`config.mk`:
```
export PLATFORM = sky130hd
export DESIGN_NAME = pong_engine
export DESIGN_NICKNAME = d
export VERILOG_FILES = /design/src/rtl/pong_engine.sv
export SDC_FILE = /design/constraint.sdc
export NUM_CORES = 1
export LEC_CHECK = 0
export CORE_MARGIN = 2
export CORE_UTILIZATION = 25
export DETAILED_ROUTE_END_ITERATION = 7
export PLACE_DENSITY = 0.41
export SLEW_MARGIN = 10
export SYNTH_ARGS = -nofsm -noshare
export SYNTH_HDL_FRONTEND = slang
export SYNTH_SLANG_ARGS = --single-unit
```
`constraint.sdc`:
```
create_clock -name clk -period 10.45 [get_ports clk]
set_input_delay 2.09 -clock clk [delete_from_list [all_inputs] [get_ports clk]]
set_output_delay 2.09 -clock clk [all_outputs]
set_load 0.05 [all_outputs]
```
`src/rtl/pong_engine.sv`:
```
// pong_engine: per-frame pong physics -- paddles, ball, scoring, the
// serve/point/over state machine and beep timing, all advanced on frame_tick.
module pong_engine #(
    parameter int SCREEN_W    = 640,
    parameter int SCREEN_H    = 480,
    parameter int PAD_H       = 50,
    parameter int PAD_W       = 8,
    parameter int BALL_SZ     = 8,
    parameter int P1_X        = 40,
    parameter int P2_X        = 600,
    parameter int P_SPD       = 4,
    parameter int B_SPD       = 3,
    parameter int WIN_SCORE   = 9,
    parameter int SCORE_W     = 4,
    parameter int POINT_DELAY = 60,
    parameter int BEEP_FRAMES = 6,
    localparam int XW = $clog2(SCREEN_W),
    localparam int YW = $clog2(SCREEN_H)
) (
    input  logic               clk,
    input  logic               rst_n,
    input  logic               frame_tick,
    input  logic               p1_up,
    input  logic               p1_dn,
    input  logic               p1_srv,
    input  logic               p2_up,
    input  logic               p2_dn,
    input  logic               p2_srv,
    output logic [YW-1:0]      p1_y,
    output logic [YW-1:0]      p2_y,
    output logic [XW-1:0]      ball_x,
    output logic [YW-1:0]      ball_y,
    output logic [SCORE_W-1:0] score1,
    output logic [SCORE_W-1:0] score2,
    output logic [1:0]         state,
    output logic               server,
    output logic               beep_low,
    output logic               beep_high
);
    localparam int PAD_MAX = SCREEN_H - PAD_H;
    localparam int BY_MAX  = SCREEN_H - BALL_SZ;
    localparam int BX_MAX  = SCREEN_W - BALL_SZ;
    localparam int P1_FACE = P1_X + PAD_W;
    localparam int P2_FACE = P2_X - BALL_SZ;
    localparam int PCW     = $clog2(POINT_DELAY);
    localparam int BW      = $clog2(BEEP_FRAMES + 1);
    localparam logic [YW-1:0]      Y_CTR     = YW'(PAD_MAX / 2);
    localparam logic [YW-1:0]      B_OFS     = YW'((PAD_H - BALL_SZ) / 2);
    localparam logic [YW-1:0]      PAD_MAX_Y = YW'(PAD_MAX);
    localparam logic signed [YW:0] PS        = (YW+1)'(P_SPD);
    localparam logic [PCW-1:0]     PC_LAST   = PCW'(POINT_DELAY - 1);
    localparam logic [BW-1:0]      BEEP_LD   = BW'(BEEP_FRAMES);
    localparam logic [SCORE_W-1:0] WIN_S     = SCORE_W'(WIN_SCORE);

    typedef enum logic [1:0] {SERVE = 2'b00, PLAY = 2'b01, POINT = 2'b10, OVER = 2'b11} state_t;

    state_t             st, st_nx;
    logic [YW-1:0]      p1_nx, p2_nx, by_nx;
    logic [XW-1:0]      bx_nx;
    logic               dx_neg, dy_neg, dx_nx, dy_nx, server_nx;
    logic [SCORE_W-1:0] s1_nx, s2_nx;
    logic [PCW-1:0]     pcnt, pcnt_nx;
    logic [BW-1:0]      bl_cnt, bh_cnt, bl_nx, bh_nx;
    logic [1:0]         srv_q, rise, pend, pend_nx;
    logic               ev_lo, ev_hi, hit1, hit2;
    int                 nx, ny;

    assign rise      = {p2_srv, p1_srv} & ~srv_q;
    assign state     = st;
    assign beep_low  = |bl_cnt;
    assign beep_high = |bh_cnt;

    // Signed, one bit wider than y so an upward step past 0 clamps instead of wrapping.
    function automatic logic [YW-1:0] pad_move(input logic [YW-1:0] y, input logic up, input logic dn);
        logic signed [YW:0] t;
        t = $signed({1'b0, y});
        if (up && !dn) t = t - PS;
        else if (dn && !up) t = t + PS;
        return int'(t) < 0 ? '0 : int'(t) > PAD_MAX ? PAD_MAX_Y : t[YW-1:0];
    endfunction

    always_ff @(posedge clk or negedge rst_n) begin
        if (!rst_n) begin
            st     <= SERVE;
            server <= 1'b1;
            score1 <= '0;
            score2 <= '0;
            p1_y   <= Y_CTR;
            p2_y   <= Y_CTR;
            ball_x <= XW'(P2_FACE);
            ball_y <= Y_CTR + B_OFS;
            dx_neg <= 1'b1;
            dy_neg <= 1'b0;
            pcnt   <= '0;
            bl_cnt <= '0;
            bh_cnt <= '0;
            srv_q  <= '0;
            pend   <= '0;
        end else begin
            st     <= st_nx;
            server <= server_nx;
            score1 <= s1_nx;
            score2 <= s2_nx;
            p1_y   <= p1_nx;
            p2_y   <= p2_nx;
            ball_x <= bx_nx;
            ball_y <= by_nx;
            dx_neg <= dx_nx;
            dy_neg <= dy_nx;
            pcnt   <= pcnt_nx;
            bl_cnt <= bl_nx;
            bh_cnt <= bh_nx;
            srv_q  <= {p2_srv, p1_srv};
            pend   <= pend_nx;
        end
    end

    always_comb begin
        st_nx     = st;
        server_nx = server;
        s1_nx     = score1;
        s2_nx     = score2;
        p1_nx     = p1_y;
        p2_nx     = p2_y;
        bx_nx     = ball_x;
        by_nx     = ball_y;
        dx_nx     = dx_neg;
        dy_nx     = dy_neg;
        pcnt_nx   = pcnt;
        bl_nx     = bl_cnt;
        bh_nx     = bh_cnt;
        pend_nx   = pend | rise;
        ev_lo     = 1'b0;
        ev_hi     = 1'b0;
        nx = int'(ball_x) + (dx_neg ? -B_SPD : B_SPD);
        ny = int'(ball_y) + (dy_neg ? -B_SPD : B_SPD);
        hit1 = dx_neg && int'(ball_x) >= P1_FACE && nx <= P1_FACE &&
               int'(ball_y) + BALL_SZ > int'(p1_y) && int'(ball_y) < int'(p1_y) + PAD_H;
        hit2 = !dx_neg && int'(ball_x) + BALL_SZ <= P2_X && nx + BALL_SZ >= P2_X &&
               int'(ball_y) + BALL_SZ > int'(p2_y) && int'(ball_y) < int'(p2_y) + PAD_H;
        // While serving, the ball rides the server's paddle every clock.
        if (st == SERVE) begin
            bx_nx = server ? XW'(P2_FACE) : XW'(P1_FACE);
            by_nx = (server ? p2_y : p1_y) + B_OFS;
        end
        if (frame_tick) begin
            pend_nx = rise;
            bl_nx   = bl_cnt != '0 ? bl_cnt - 1'b1 : '0;
            bh_nx   = bh_cnt != '0 ? bh_cnt - 1'b1 : '0;
            if (st != OVER) begin
                p1_nx = pad_move(p1_y, p1_up, p1_dn);
                p2_nx = pad_move(p2_y, p2_up, p2_dn);
            end
            case (st)
                SERVE: if (pend[server]) begin
                    st_nx = PLAY;
                    dx_nx = server;
                    dy_nx = 1'b0;
                end
                PLAY: begin
                    if (ny <= 0) begin
                        by_nx = '0;
                        dy_nx = 1'b0;
                        ev_lo = 1'b1;
                    end else if (ny >= BY_MAX) begin
                        by_nx = YW'(BY_MAX);
                        dy_nx = 1'b1;
                        ev_lo = 1'b1;
                    end else begin
                        by_nx = YW'(ny);
                    end
                    if (hit1) begin
                        bx_nx = XW'(P1_FACE);
                        dx_nx = 1'b0;
                        ev_lo = 1'b1;
                    end else if (hit2) begin
                        bx_nx = XW'(P2_FACE);
                        dx_nx = 1'b1;
                        ev_lo = 1'b1;
                    end else if (nx <= 0 || nx >= BX_MAX) begin
                        bx_nx     = nx <= 0 ? '0 : XW'(BX_MAX);
                        s1_nx     = nx > 0 && score1 != WIN_S ? score1 + 1'b1 : score1;
                        s2_nx     = nx <= 0 && score2 != WIN_S ? score2 + 1'b1 : score2;
                        server_nx = nx > 0;
                        st_nx     = POINT;
                        pcnt_nx   = '0;
                        ev_hi     = 1'b1;
                    end else begin
                        bx_nx = XW'(nx);
                    end
                end
                POINT: if (pcnt == PC_LAST) st_nx = (score1 == WIN_S || score2 == WIN_S) ? OVER : SERVE;
                       else pcnt_nx = pcnt + 1'b1;
                OVER: if (|pend) begin
                    st_nx = SERVE;
                    s1_nx = '0;
                    s2_nx = '0;
                    p1_nx = Y_CTR;
                    p2_nx = Y_CTR;
                end
            endcase
            if (ev_lo) bl_nx = BEEP_LD;
            if (ev_hi) bh_nx = BEEP_LD;
        end
    end
endmodule

```
---- After elaboration in Yosys (flattened, before gate mapping) ----
Index checks and enable logic that the tools add are counted.
storage, ports and cells
  input bits .............................. 9
  output and inout port bits .............. 50
  register bits ........................... 66
  logic and storage cells ................. 196
operators by class
  reduce and logical (&&, ||, !) cells .... 37
  add/subtract/negate cells ............... 17
  eq/ne operators ......................... 20
  $lt $le $gt $ge ......................... 18
  multiplexer cells ....................... 84
  bitwise gates (word level) .............. 5
operator list
  operator                 number
  $mux W10                 16
  $mux W9                  16
  $ge A32 B11 Y1 const B   2
  $le A32 B1 Y1 const B    2
  $mux W32                 2
  $mux W4                  9
  $add A10 B32 Y32         1
  $add A11 B32 Y32         1
  $add A32 B5 Y32 const B  1
  $ge A32 B10 Y1 const B   1
  $gt A32 B1 Y1 const B    1
  $gt A32 B10 Y1           1
  $le A32 B7 Y1 const B    1
  $mux W6                  4
  $reduce_and A7 Y1        3
  $add A9 B3 Y10 const B   2
  $add A9 B6 Y10 const B   2
  $gt A10 B10 Y1 const B   2
  $lt A10 B1 Y1 const B    2
  $lt A9 B10 Y1            2
  $sub A9 B3 Y10 const B   2
  $mux W1                  19
  $ne A2 B2 Y1 const B     9
  $mux W2                  8
  other kinds (37)         72

---- Longest topological paths before layout ----
Gate-level depths: netlist (run 1).
  depth after elaboration ................. 12
  mapped depth ............................ 21
  gate-level depth less buffers ........... 19

---- Worst setup path after synthesis (run 1) ----
No wires, ideal clock.
  path type ............................... register to register
  start point ............................. register dx_neg
  end point ............................... register bl_cnt[1]
  arrival ................................. 5,156 ps
  data required time ...................... 10,309 ps
  period minus slack after synthesis ...... 5,297 ps
  stages on the path, launching flop included .. 22
  library setup time ...................... 141 ps
  buffers on the path ..................... 2
  setup slack ............................. 5,153 ps
  path through ............................ dfstp_2 clkbuf_2 inv_1 ha_1 a211oi_2 o31ai_4 o211ai_1 and2_0 ha_1 or2_2 or4_1 nor2_1 nand3_1 nor4_2 mux2i_1 nand3_1 nor4_1 a21o_2 buf_6 nand2_1 o31ai_2 o311ai_1
between the ends
  cells in the longest elaborated chain, start to end .. 12
  elaborated cells between the ends (all ways) .. 19
  those cells by class .................... add/sub: 2; order compare: 2; mux: 6; reduce/logical: 9
RTL lines
  what                               RTL line  source
  start: declaration                 60        logic dx_neg, dy_neg, dx_nx, dy_nx, server_nx;
  start signal: assignment           108       dx_neg <= dx_nx;
  $mux W32                           135       nx = int'(ball_x) + (dx_neg ? -B_SPD : B_SPD);
  $add A11 B32 Y32                   135
  $add A32 B5 Y32                    139       hit2 = !dx_neg && int'(ball_x) + BALL_SZ <= P2_X && nx + BALL_SZ >= P2_X &&
  $ge A32 B11 Y1                     139
  $logic_and A1 B1 Y1 (2 in series)  139
  $logic_and A1 B1 Y1                140       int'(ball_y) + BALL_SZ > int'(p2_y) && int'(ball_y) < int'(p2_y) + PAD_H;
  $mux W1                            176       end else if (hit2) begin
  $mux W1 *                          172       if (hit1) begin
  $mux W1 *                          154       case (st)
  $mux W1 *                          146       if (frame_tick) begin
  $mux W3 *                          202       if (ev_lo) bl_nx = BEEP_LD;
  end signal: assignment             111       bl_cnt <= bl_nx;
  end: declaration                   63        logic [BW-1:0] bl_cnt, bh_cnt, bl_nx, bh_nx;
Mark *: on every way between the ends. The rest lies on a longest branch, timed or not. The select of a mux whose other input is x is not followed.
A chain may end at the register's enable or synchronous reset.

---- Worst setup path after layout (run 1) ----
  start point ............................. register dx_neg
  end point ............................... register score1[3]
between the ends
  cells in the longest elaborated chain, start to end .. 9
  elaborated cells between the ends (all ways) .. 24
  those cells by class .................... add/sub: 2; order compare: 5; eq/ne: 4; mux: 1; reduce/logical: 12
RTL lines
  what                               RTL line  source
  $mux W32                           135
  $add A11 B32 Y32                   135
  $add A32 B5 Y32                    139
  $ge A32 B11 Y1                     139
  $logic_and A1 B1 Y1 (2 in series)  139
  $logic_and A1 B1 Y1                140
  $ne A2 B2 Y1 (no line)             --
  $reduce_and A7 Y1 (no line) *      --
  end signal: assignment             102       score1 <= s1_nx;
  end: declaration                   33        output logic [SCORE_W-1:0] score1,
Mark *: on every way between the ends. The rest lies on a longest branch, timed or not.

==> results of run 1 <==
[state kept, by name, indices dropped and copies added, names as in the netlist]
register and flops:
srv_q 2, score2 4, dy_neg 1, p1_y 9
pcnt 6, server 1, score1 4, bh_cnt 3
p2_y 9, ball_y 9, state 2, pend 2
dx_neg 1, ball_x 10, bl_cnt 3
[layer usage]
layer	vias to the layer above	track usage [%]	part of all wire [%]
met2	117	25.0	44
met5	-	0	0
li1	3449	-	-
met3	23	2.12	2.5
met4	0	4.62	2.0
met1	3244	23.1	51
[final cells by class]
class	instances	area, um^2	share of cell area [%]
Sequential cell	66	1680	19.5
Tap cell	384	480	5.57
Multi-Input combinational cell	759	5300	61.4
Timing Repair Buffer	64	623	7.22
Clock buffer	10	229	2.65
Clock inverter	6	90.1	1.04
Inverter	60	225	2.61
[kinds of logic after synthesis]
kind of cell             after synthesis
AND/OR/NAND/NOR                      324
buffers and inverters                 86
XOR/XNOR                              55
multiplexers                          17
AO/OA/AOI/OAI                        273
adder cells (fa/ha/maj)               90
flip-flops                            66
[critical path, delay by kind of cell (launching register included)]
family / cells / cell delay [ps]
AO/OA/AOI/OAI: 5 / 1250
multiplexers: 1 / 260
buffers and inverters: 1 / 220
AND/OR/NAND/NOR: 10 / 2760
adder cells (fa/ha/maj): 2 / 700
flip-flops: 1 / 870
[stage by stage]
stage | hold WS (ps) | util [%] | area, um^2 | setup WS, ps | std cells
3_3_place_gp | 414 | 28.9 | 8310 | 4540 | 1333
3_5_place_dp | 421 | 28.9 | 8310 | 4360 | 1333
4_1_cts | 429 | 30.0 | 8630 | 4320 | 1349
5_1_grt | 458 | 30.0 | 8630 | 3860 | 1349
2_1_floorplan | 410 | - | 7330 | 5150 | 911
6_report | 427 | 30.0 | 8630 | 4340 | 1349
[cells in the mapped netlist, drive strengths merged (20+ instances only)]
| cell type | instances | area share (%) |
|---|---|---|
| ha | 88 | 15 |
| nand2 | 82 | 4.2 |
| o21ai | 72 | 4.9 |
| nor2 | 68 | 3.5 |
| a21oi | 60 | 4.1 |
| inv | 59 | 3.0 |
| dfrtp | 44 | 15 |
| xnor2 | 40 | 4.9 |
| nand3 | 39 | 2.7 |
| dfstp | 22 | 7.9 |
| clkbuf | 21 | 1.4 |
| nor3 | 20 | 1.4 |
[worst paths after layout]
path | start | to | slack, ps | depth (start not counted)
worst max register to register | dx_neg$_DFFE_PN1P_ | score1[3]$_DFFE_PN0P_ | 4340 | 19
worst max-delay path | dx_neg$_DFFE_PN1P_ | score1[3]$_DFFE_PN0P_ | 4340 | 19
worst min-delay path | srv_q[0]$_DFF_PN0_ | pend[0]$_DFF_PN0_ | 430 | 1
min in group asynchronous | rst_n | p1_y[3]$_DFFE_PN0P_ | 1890 | 1
max in group asynchronous | rst_n | score1[0]$_DFFE_PN0P_ | 7920 | 1
worst min register to register | srv_q[0]$_DFF_PN0_ | pend[0]$_DFF_PN0_ | 430 | 1
==> results.txt, run 1 <==
----------------------------------------------------
[Synth]
  Synthesized-area fraction occupied by xor and xnor cells ... 6.67%
  Count of state elements after synthesis ... 66
  Synthesized instance count ... 911
  Netlist Area Pre-Place ... about 0.0073 mm^2
  Ys async rst share ... 100%
  Warnings, synthesis ... 0
  Number of synthesized flops with an enable pin ... 0
  Main synth FF type ... dfrtp_1
  Dominant combinational cell family by area after synthesis ... compound AO/OA/AOI/OAI gates
  Simple logic cell fraction of the synthesized area ... 22.8%
  Synthesized-area fraction occupied by ao, oa, aoi and oai cells ... 24.9%
  Post-synthesis net count ... about 1000
  Mean instance size in the synthesized netlist ... 8.05 um^2
  Post-synthesis cell type count ... 93
  Sequential fraction of the synthesis area ... between 20% and 30%
  Fraction of synthesized area in multiplexers ... 2.34%
  Adder and majority gate portion of the synthesized area ... 15.6%

[Place]
  Final Wtd Congestion ... about 0.83
  I/O Buffers ... 58
  Final HPWL DP ... 18500 um

[Clock network]
  Worst-skew pair later-pin latency ... about 350 ps
  Count of buffers added by post-CTS timing repair for setup ... 0
  Clk root buf ... clkbuf_16
  Clock transition at the registers of the reported paths ... 60 ps
  CTS tree ... yes
  Number of clock sinks ... 66
  Total number of H-tree levels ... 3
  Cts bufs inserted ... 9
  Number of hold-repair buffers added at the cts stage ... 0
  Cells resized by post-CTS repair ... 0
  Number of buffers between clock root and the deepest sink ... 2

[Worst setup path]
  Startpoint type of the worst setup path ... flop
  Critical path arrival ... 6380 ps
  Highest-delay cell along the critical path ... dfstp_2
  Type of element capturing the critical path ... flop
  Sequence of cells on the critical path ... inv_1 > ha_1 > a211oi_2 > o31ai_4 > o211ai_1 > and2_0 > ha_1 > or2_2 > or4_1 > nor2_1 > nand3_1 > nor4_2 > mux2i_1 > nand3_1 > nor4_1 > a21o_2 > nand3_2 > or3_1 > a21oi_1
  Critical path start-end classification ... reg -> reg
  Slowest cell delay on critical path ... 870 ps
  Endpoint required time on the critical path ... 10720 ps
  Critical path peak fanout ... 26

[Route]
  DRC violation count after routing ... 0
  Pre-Repair DR Iteration Count ... 4
  Remaining antenna violation count ... 0
  Vias per Instance ... 5.07
  Count of vias placed by the detailed router ... 6833
  Initial DRC count ... 359
  WL/cell ... around 18 um
  Total routed wirelength ... 24300 um

[Die]
  # rows ... between 60 and 70
  Overall die width ... 175 um
  Core Box Area ... approximately 0.029 mm^2
  Die Area ... 0.0307 mm^2
  Effective utilization at floorplan ... 25.5%
  Number of placed I/O pins ... between 50 and 60
  Die boundary height ... 175 um

[Timing]
  Worst-Margin Slew ... 993 ps
  Unrepaired setup endpoints after global routing ... no
  Setup_tns ... 0 ps
  FMAX ... ~160 MHz
  Setup-failing EPs final ... 0
  Fin. max-slew vios ... 0
  Clock skew after layout ... about 14 ps
  Number of hold violations in the final report ... 0
  Clock period minus final worst setup slack ... 6110 ps
  Worst relative slew slack ... 33.3%
  Final worst path period share ... 58.5%

[Cells and area]
  Share of final-layout standard cells stronger than drive strength 1 ... 9.33%
  Most common cell after layout, fill and taps aside ... ha_1
  Fill cell total of the finished layout ... 3088
  Final-stage net count ... about 1100
  Area Overhead vs Synth ... 17.7%
  Antenna diode count ... 0
  Most frequent cells in the layout ... 88 x ha_1, 81 x nand2_1, 70 x o21ai_0, 68 x nor2_1, 59 x a21oi_1

[Global route]
  Wire length of the first global-routing pass ... around 40000 um
  Leftover overflow at the end of global routing ... 0
  Antenna violations before repair ... 0
  Pin count of the biggest net entering global routing ... 67
  Vias in the first global route ... 6721
  Combined global-route utilization of all metal layers ... 16.0%

[Status]
  Run status ... complete, no violations

[Run]
  Max Cap Violations ... 0

[Worst hold path]
  Type of the worst min-delay path ... reg -> reg

----------------------------------------------------
Power of run 1 is not shown: default switching activity piles up to over one toggle a cycle in this logic, so the estimate is an artifact.
==> run 2: changes to the inputs <==
--- a/config.mk
+++ b/config.mk
@@ -8,7 +8,7 @@
 export CORE_MARGIN = 2
 export CORE_UTILIZATION = 25
 export DETAILED_ROUTE_END_ITERATION = 7
-export PLACE_DENSITY = 0.41
+export PLACE_DENSITY = 0.42
 export SLEW_MARGIN = 10
 export SYNTH_ARGS = -nofsm -noshare
 export SYNTH_HDL_FRONTEND = slang
==> constraint.sdc (replaced) <==
create_clock -name clk -period 5.5 [get_ports clk]
set_input_delay 1.1 -clock clk [delete_from_list [all_inputs] [get_ports clk]]
set_output_delay 1.1 -clock clk [all_outputs]
set_load 0.05 [all_outputs]
==> run 2 against run 1 <==
Compared with the run above: critical path depth unchanged; die area is the same; count of clock-buffer cells in the layout unchanged; clock skew decreased by 4.2 ps.
==> results.txt, run 2 (synthesis gave the netlist of run 1 again) <==
----------------------------------------------------
[Clock network]
  Worst-skew pair later-pin latency ... 340 ps (was 350 ps)
  Total number of H-tree levels ... 3 (unchanged)
  Cts bufs inserted ... 9 (unchanged)
  Clock transition at the registers of the reported paths ... 60 ps (about the same)
  Number of hold-repair buffers added at the cts stage ... 0 (unchanged)
  Number of clock sinks ... 66 (unchanged)
  Clk root buf ... clkbuf_16 (unchanged)
  CTS tree ... yes (unchanged)
  Number of buffers between clock root and the deepest sink ... 2 (unchanged)

[Cells and area]
  Most frequent cells in the layout ... 88 x ha_1, 81 x nand2_1, 70 x o21ai_0, 67 x nor2_1, 59 x a21oi_1 (was 88 x ha_1, 81 x nand2_1, 70 x o21ai_0, 68 x nor2_1, 59 x a21oi_1)
  Share of final-layout standard cells stronger than drive strength 1 ... 11.8% (was 9.33%)
  Number of flip-flops in the largest register ... 10 (unchanged)
  Area Overhead vs Synth ... 21.0% (was 17.7%)
  Most common cell after layout, fill and taps aside ... ha_1 (unchanged)
  Final-stage net count ... 1078 (was 1059)
  Antenna diode count ... 0 (unchanged)
  Finished Layout Cells ... 1368 (was 1349)
  Register containing the most flip-flops in the final layout ... ball_x (unchanged)

[Die]
  Effective utilization at floorplan ... 25.5% (unchanged)
  Die boundary height ... 175 um (unchanged)
  Core Box Area ... 0.0288 mm^2 (unchanged)
  Number of placed I/O pins ... 59 (unchanged)
  # rows ... 62 (unchanged)
  Overall die width ... 175 um (unchanged)
  Die Area ... 0.0307 mm^2 (unchanged)

[Worst setup path]
  Critical path peak fanout ... 19 (was 26)
  Critical path arrival ... 5500 ps (was 6380 ps)
  End point of the critical path ... score1[3]$_DFFE_PN0P_ (unchanged)
  Critical path start-end classification ... reg -> reg (unchanged)
  Reg-to-reg startpoint ... dx_neg$_DFFE_PN1P_ (unchanged)
  Type of element capturing the critical path ... flop (unchanged)
  R2r worst-path depth ... 19 (unchanged)
  Reg-to-Reg End ... score1[3]$_DFFE_PN0P_ (unchanged)
  R2R Setup Slk ... 260 ps (was 4340 ps)
  Highest-delay cell along the critical path ... dfstp_2 (unchanged)
  Sequence of cells on the critical path ... buf_8 > ha_1 > or2_2 > a31oi_2 > a41oi_4 > nor2_1 > ha_1 > or2_2 > or4_4 > nor2_2 > nand3_1 > nor4_4 > and4_1 > o22ai_1 > nor4_4 > a21o_2 > nand3_2 > or3_1 > a21oi_1 (was inv_1 > ha_1 > a211oi_2 > o31ai_4 > o211ai_1 > and2_0 > ha_1 > or2_2 > or4_1 > nor2_1 > nand3_1 > nor4_2 > mux2i_1 > nand3_1 > nor4_1 > a21o_2 > nand3_2 > or3_1 > a21oi_1)
  Endpoint required time on the critical path ... 5760 ps (was 10720 ps)
  Slowest cell delay on critical path ... 630 ps (was 870 ps)
  Startpoint type of the worst setup path ... flop (unchanged)
  Beginning of the critical path ... dx_neg$_DFFE_PN1P_ (unchanged)

[Place]
  Placed cell count ... 1346 (was 1333)
  Final HPWL DP ... 18700 um (was 18500 um)
  Final Wtd Congestion ... 0.843 (was 0.832)
  I/O Buffers ... 58 (unchanged)
  Worst slack after detailed placement ... 76.4 ps (was 4360 ps)

[Timing]
  Fin. max-slew vios ... 0 (unchanged)
  FMAX ... 191 MHz (was 164 MHz)
  WHS ... 427 ps (about the same)
  Setup-failing EPs final ... 0 (unchanged)
  Final worst path period share ... 95.3% (was 58.5%)
  Worst-Margin Slew ... 1200 ps (was 993 ps)
  Worst relative slew slack ... 19.4% (was 33.3%)
  Clock period minus final worst setup slack ... 5240 ps (was 6110 ps)
  Final Worst Setup Slack ... 259 ps (was 4340 ps)
  Number of hold violations in the final report ... 0 (unchanged)
  Clock skew after layout ... 10.3 ps (was 14.5 ps)

[Global route]
  Leftover overflow at the end of global routing ... 0 (unchanged)
  Met3 Resource Use GR ... 1.30% (was 2.12%)
  Wire length of the first global-routing pass ... 39300 um (was 39000 um)
  Met1 usage ... 23.0% (was 23.1%)
  Met2 track demand over resource ... 25.9% (was 25.0%)
  Highest-utilization routing layer at the global route stage ... met2 (unchanged)
  Pin count of the biggest net entering global routing ... 67 (unchanged)
  Combined global-route utilization of all metal layers ... 16.0% (about the same)
  Vias in the first global route ... 6903 (was 6721)
  Antenna violations before repair ... 0 (unchanged)

[Route]
  Total routed wirelength ... 24800 um (was 24300 um)
  DRC violation count after routing ... 0 (unchanged)
  Vias per Instance ... 5.11 (was 5.07)
  Pre-Repair DR Iteration Count ... 5 (was 4)
  Remaining antenna violation count ... 0 (unchanged)
  Initial DRC count ... 485 (was 359)
  Count of vias placed by the detailed router ... 6985 (was 6833)
  WL/cell ... 18.1 um (was 18.0 um)

[Status]
  Run status ... complete, no violations (unchanged)

[Worst hold path]
  Type of the worst min-delay path ... reg -> reg (unchanged)

[Run]
  Max Cap Violations ... 0 (unchanged)

----------------------------------------------------
run 2: worst min-delay path by stage:
stage / to / from / slack [ps] / cells past startpoint
2_1_floorplan: pend[0]$_DFF_PN0_ / srv_q[0]$_DFF_PN0_ / 410 / 1
3_3_place_gp: pend[0]$_DFF_PN0_ / srv_q[0]$_DFF_PN0_ / 410 / 1
3_5_place_dp: pend[0]$_DFF_PN0_ / srv_q[0]$_DFF_PN0_ / 420 / 1
4_1_cts: pend[0]$_DFF_PN0_ / srv_q[0]$_DFF_PN0_ / 430 / 1
5_1_grt: pend[0]$_DFF_PN0_ / srv_q[0]$_DFF_PN0_ / 440 / 1
6_report: pend[0]$_DFF_PN0_ / srv_q[0]$_DFF_PN0_ / 430 / 1
run 2: through the flow:
stage,instance area (um^2),utilization [%],TNS [ps]
floorplan,7330,-,0
global placement,8410,29.2,0
detailed placement,8410,29.2,0
CTS,8760,30.4,0
global route,8870,30.8,-21.2
finish,8870,30.8,0
run 2: layout make-up:
class | count | area [um^2]
multi-input combinational | 760 | 5370
clock buffer | 10 | 229
clock inverter | 6 | 115
tap | 384 | 480
sequential | 66 | 1680
inverter | 60 | 225
fill | 3060 | 19900
timing repair buffer | 82 | 778
run 2: critical path: cells and delay by family (launching register included):
kind,cells,cell delay [ps]
buf+inv,1,200
compound gates,5,830
fa+ha+maj,2,590
flops,1,630
simple gates,11,2920
run 2: metal layers:
metal / part of all wire [%] / vias up
li1: - / 3485
met1: 51 / 3366
met2: 45 / 122
met3: 2.6 / 12
met4: 1.2 / 0
met5: 0 / -
run 2: what timing repair did:
| action | in CTS | in global routing |
|---|---|---|
| endpoints found under the hold margin | 0 | 0 |
| gates resized for setup | 0 | 13 |
| buffers inserted | 0 | 5 |
| endpoints found under the setup margin | 0 | 25 |
Power of run 2 is left out for the same reason.
==> run 3: changes to the inputs <==
--- a/config.mk
+++ b/config.mk
@@ -7,6 +7,7 @@
 export LEC_CHECK = 0
 export CORE_MARGIN = 2
 export CORE_UTILIZATION = 25
+export CTS_BUF_LIST = sky130_fd_sc_hd__clkbuf_4
 export DETAILED_ROUTE_END_ITERATION = 7
 export PLACE_DENSITY = 0.42
 export SLEW_MARGIN = 10
==> run 3 against run 2 <==
Compared with the run above: wire length is 0.20% higher; global-route usage barely moved; die area unchanged; clock skew rose by 22 ps; count of clock-buffer cells in the layout is the same; final cell count is essentially flat; sequential cell count stayed put; utilization down 0.59 points; worst hold slack better by 8.9 ps; register-to-register slack about the same; largest cell class unchanged.
==> results.txt, run 3 (synthesis gave the netlist of run 1 again) <==
----------------------------------------------------
[Cells and area]
  Number of flip-flops in the largest register ... 10 (unchanged)
  Area Overhead vs Synth ... 18.7% (was 21.0%)
  Share of final-layout standard cells stronger than drive strength 1 ... 11.8% (unchanged)
  Final-stage net count ... 1078 (unchanged)
  Summed area of non-filler cells in the final layout ... 0.00870 mm^2 (was 0.00887 mm^2)
  Most common cell after layout, fill and taps aside ... ha_1 (unchanged)
  Most frequent cells in the layout ... 88 x ha_1, 81 x nand2_1, 70 x o21ai_0, 67 x nor2_1, 59 x a21oi_1 (unchanged)
  Register containing the most flip-flops in the final layout ... ball_x (unchanged)

[Worst setup path]
  Endpoint required time on the critical path ... 5880 ps (was 5760 ps)
  Startpoint type of the worst setup path ... flop (unchanged)
  Critical path start-end classification ... reg -> reg (unchanged)
  Critical path peak fanout ... 19 (unchanged)
  Type of element capturing the critical path ... flop (unchanged)
  Critical path arrival ... 5630 ps (was 5500 ps)

[Route]
  Count of vias placed by the detailed router ... 6993 (was 6985)
  Initial DRC count ... 565 (was 485)
  Vias per Instance ... 5.11 (about the same)
  Remaining antenna violation count ... 0 (unchanged)
  Pre-Repair DR Iteration Count ... 4 (was 5)
  DRC violation count after routing ... 0 (unchanged)
  Total routed wirelength ... 24800 um (about the same)
  WL/cell ... 18.1 um (about the same)

[Global route]
  Antenna violations before repair ... 1 (was 0)
  Wire length of the first global-routing pass ... 39400 um (was 39300 um)
  Highest-utilization routing layer at the global route stage ... met2 (unchanged)
  Pin count of the biggest net entering global routing ... 67 (unchanged)
  Met1 usage ... 23.1% (was 23.0%)
  Leftover overflow at the end of global routing ... 0 (unchanged)
  Vias in the first global route ... 6904 (was 6903)
  Met2 track demand over resource ... 25.9% (about the same)
  Combined global-route utilization of all metal layers ... 16.0% (about the same)
  Met3 Resource Use GR ... 1.49% (was 1.30%)

[Timing]
  Final worst path period share ... 95.4% (was 95.3%)
  Setup-failing EPs final ... 0 (unchanged)
  FMAX ... 191 MHz (about the same)
  Worst relative slew slack ... 19.2% (was 19.4%)
  Worst-Margin Slew ... 1210 ps (was 1200 ps)
  Clock period minus final worst setup slack ... 5250 ps (was 5240 ps)
  Clock skew after layout ... 32.4 ps (was 10.3 ps)
  Number of hold violations in the final report ... 0 (unchanged)
  Fin. max-slew vios ... 0 (unchanged)

[Place]
  Final Wtd Congestion ... 0.843 (unchanged)
  I/O Buffers ... 58 (unchanged)
  Final HPWL DP ... 18700 um (unchanged)
  Placed inst area ... 0.00841 mm^2 (unchanged)

[Die]
  # rows ... 62 (unchanged)
  Die Area ... 0.0307 mm^2 (unchanged)
  Overall die width ... 175 um (unchanged)
  Die boundary height ... 175 um (unchanged)
  Number of placed I/O pins ... 59 (unchanged)
  Effective utilization at floorplan ... 25.5% (unchanged)
  Core Box Area ... 0.0288 mm^2 (unchanged)

[Clock network]
  Cts bufs inserted ... 9 (unchanged)
  Clock transition at the registers of the reported paths ... 150 ps (was 60 ps)
  Clk root buf ... clkbuf_4 (was clkbuf_16)
  Number of buffers between clock root and the deepest sink ... 2 (unchanged)
  Number of clock sinks ... 66 (unchanged)
  Worst-skew pair later-pin latency ... 440 ps (was 340 ps)
  Total number of H-tree levels ... 3 (unchanged)
  CTS tree ... yes (unchanged)

[Status]
  Run status ... complete, no violations (unchanged)

[Worst hold path]
  Type of the worst min-delay path ... reg -> reg (unchanged)

[Run]
  Max Cap Violations ... 0 (unchanged)

----------------------------------------------------
## run 3: cell count changes in the layout (fill, tap and decap cells not counted), sizes merged
| cell | delta |
|---|---|
| diode | +1 |
## run 3: per-stage QoR
step,setup slack (ps),TNS [ps],hold slack (ps),instances,utilization [%]
2_1_floorplan,203,0,410,911,-
3_3_place_gp,181,0,415,1346,29.2
3_5_place_dp,76.4,0,421,1346,29.2
4_1_cts,24.2,0,437,1362,29.9
5_1_grt,-13.8,-13.8,453,1369,30.2
6_report,254,0,436,1369,30.2
## run 3: final cells by class
| type | instances | area (um^2) |
|---|---|---|
| sequential | 66 | 1680 |
| tap | 384 | 480 |
| fill | 3077 | 20100 |
| antenna | 1 | 2.50 |
| inverter | 60 | 225 |
| clock buffer | 10 | 75.1 |
| multi-input combinational | 760 | 5360 |
| clock inverter | 6 | 115 |
| timing repair buffer | 82 | 762 |
## run 3: timing repair
action	CTS	global route
hold buffers	0	0
resized for setup	0	10
buffers inserted	0	5
endpoints found under the hold margin	0	0
endpoints found under the setup margin	0	27
## run 3: worst max-delay path: stages, from the launching register on
cell     delay [ps]
dfstp_2         630
buf_6           210
ha_1            320
or2_2           340
a31oi_2         260
a41oi_4          80
nor2_1          130
ha_1            280
or2_2           340
or4_4           460
nor2_2          130
nand3_1         140
nor4_4          380
and4_1          240
o22ai_1         100
nor4_4          280
a21o_2          250
nand3_2         120
or3_1           360
a21oi_1         140
## run 3: worst paths after layout
check                                   start               endpoint  slack [ps]  cells past startpoint
min                        srv_q[0]$_DFF_PN0_      pend[0]$_DFF_PN0_         440                      1
max                        dx_neg$_DFFE_PN1P_  score1[3]$_DFFE_PN0P_         250                     19
max in group asynchronous               rst_n    ball_y[4]$_DFF_PN0_        4130                      1
min reg2reg                srv_q[0]$_DFF_PN0_      pend[0]$_DFF_PN0_         440                      1
max reg2reg                dx_neg$_DFFE_PN1P_  score1[3]$_DFFE_PN0P_         250                     19
min in group asynchronous               rst_n    ball_x[1]$_DFF_PN0_         750                      1
## run 3: routing by layer
layer / share of wire [%] / vias to the layer above
li1: - / 3489
met1: 51 / 3371
met2: 46 / 117
met3: 2.5 / 16
met4: 1.3 / 0
met5: 0 / -
Power of run 3 is left out for the same reason.
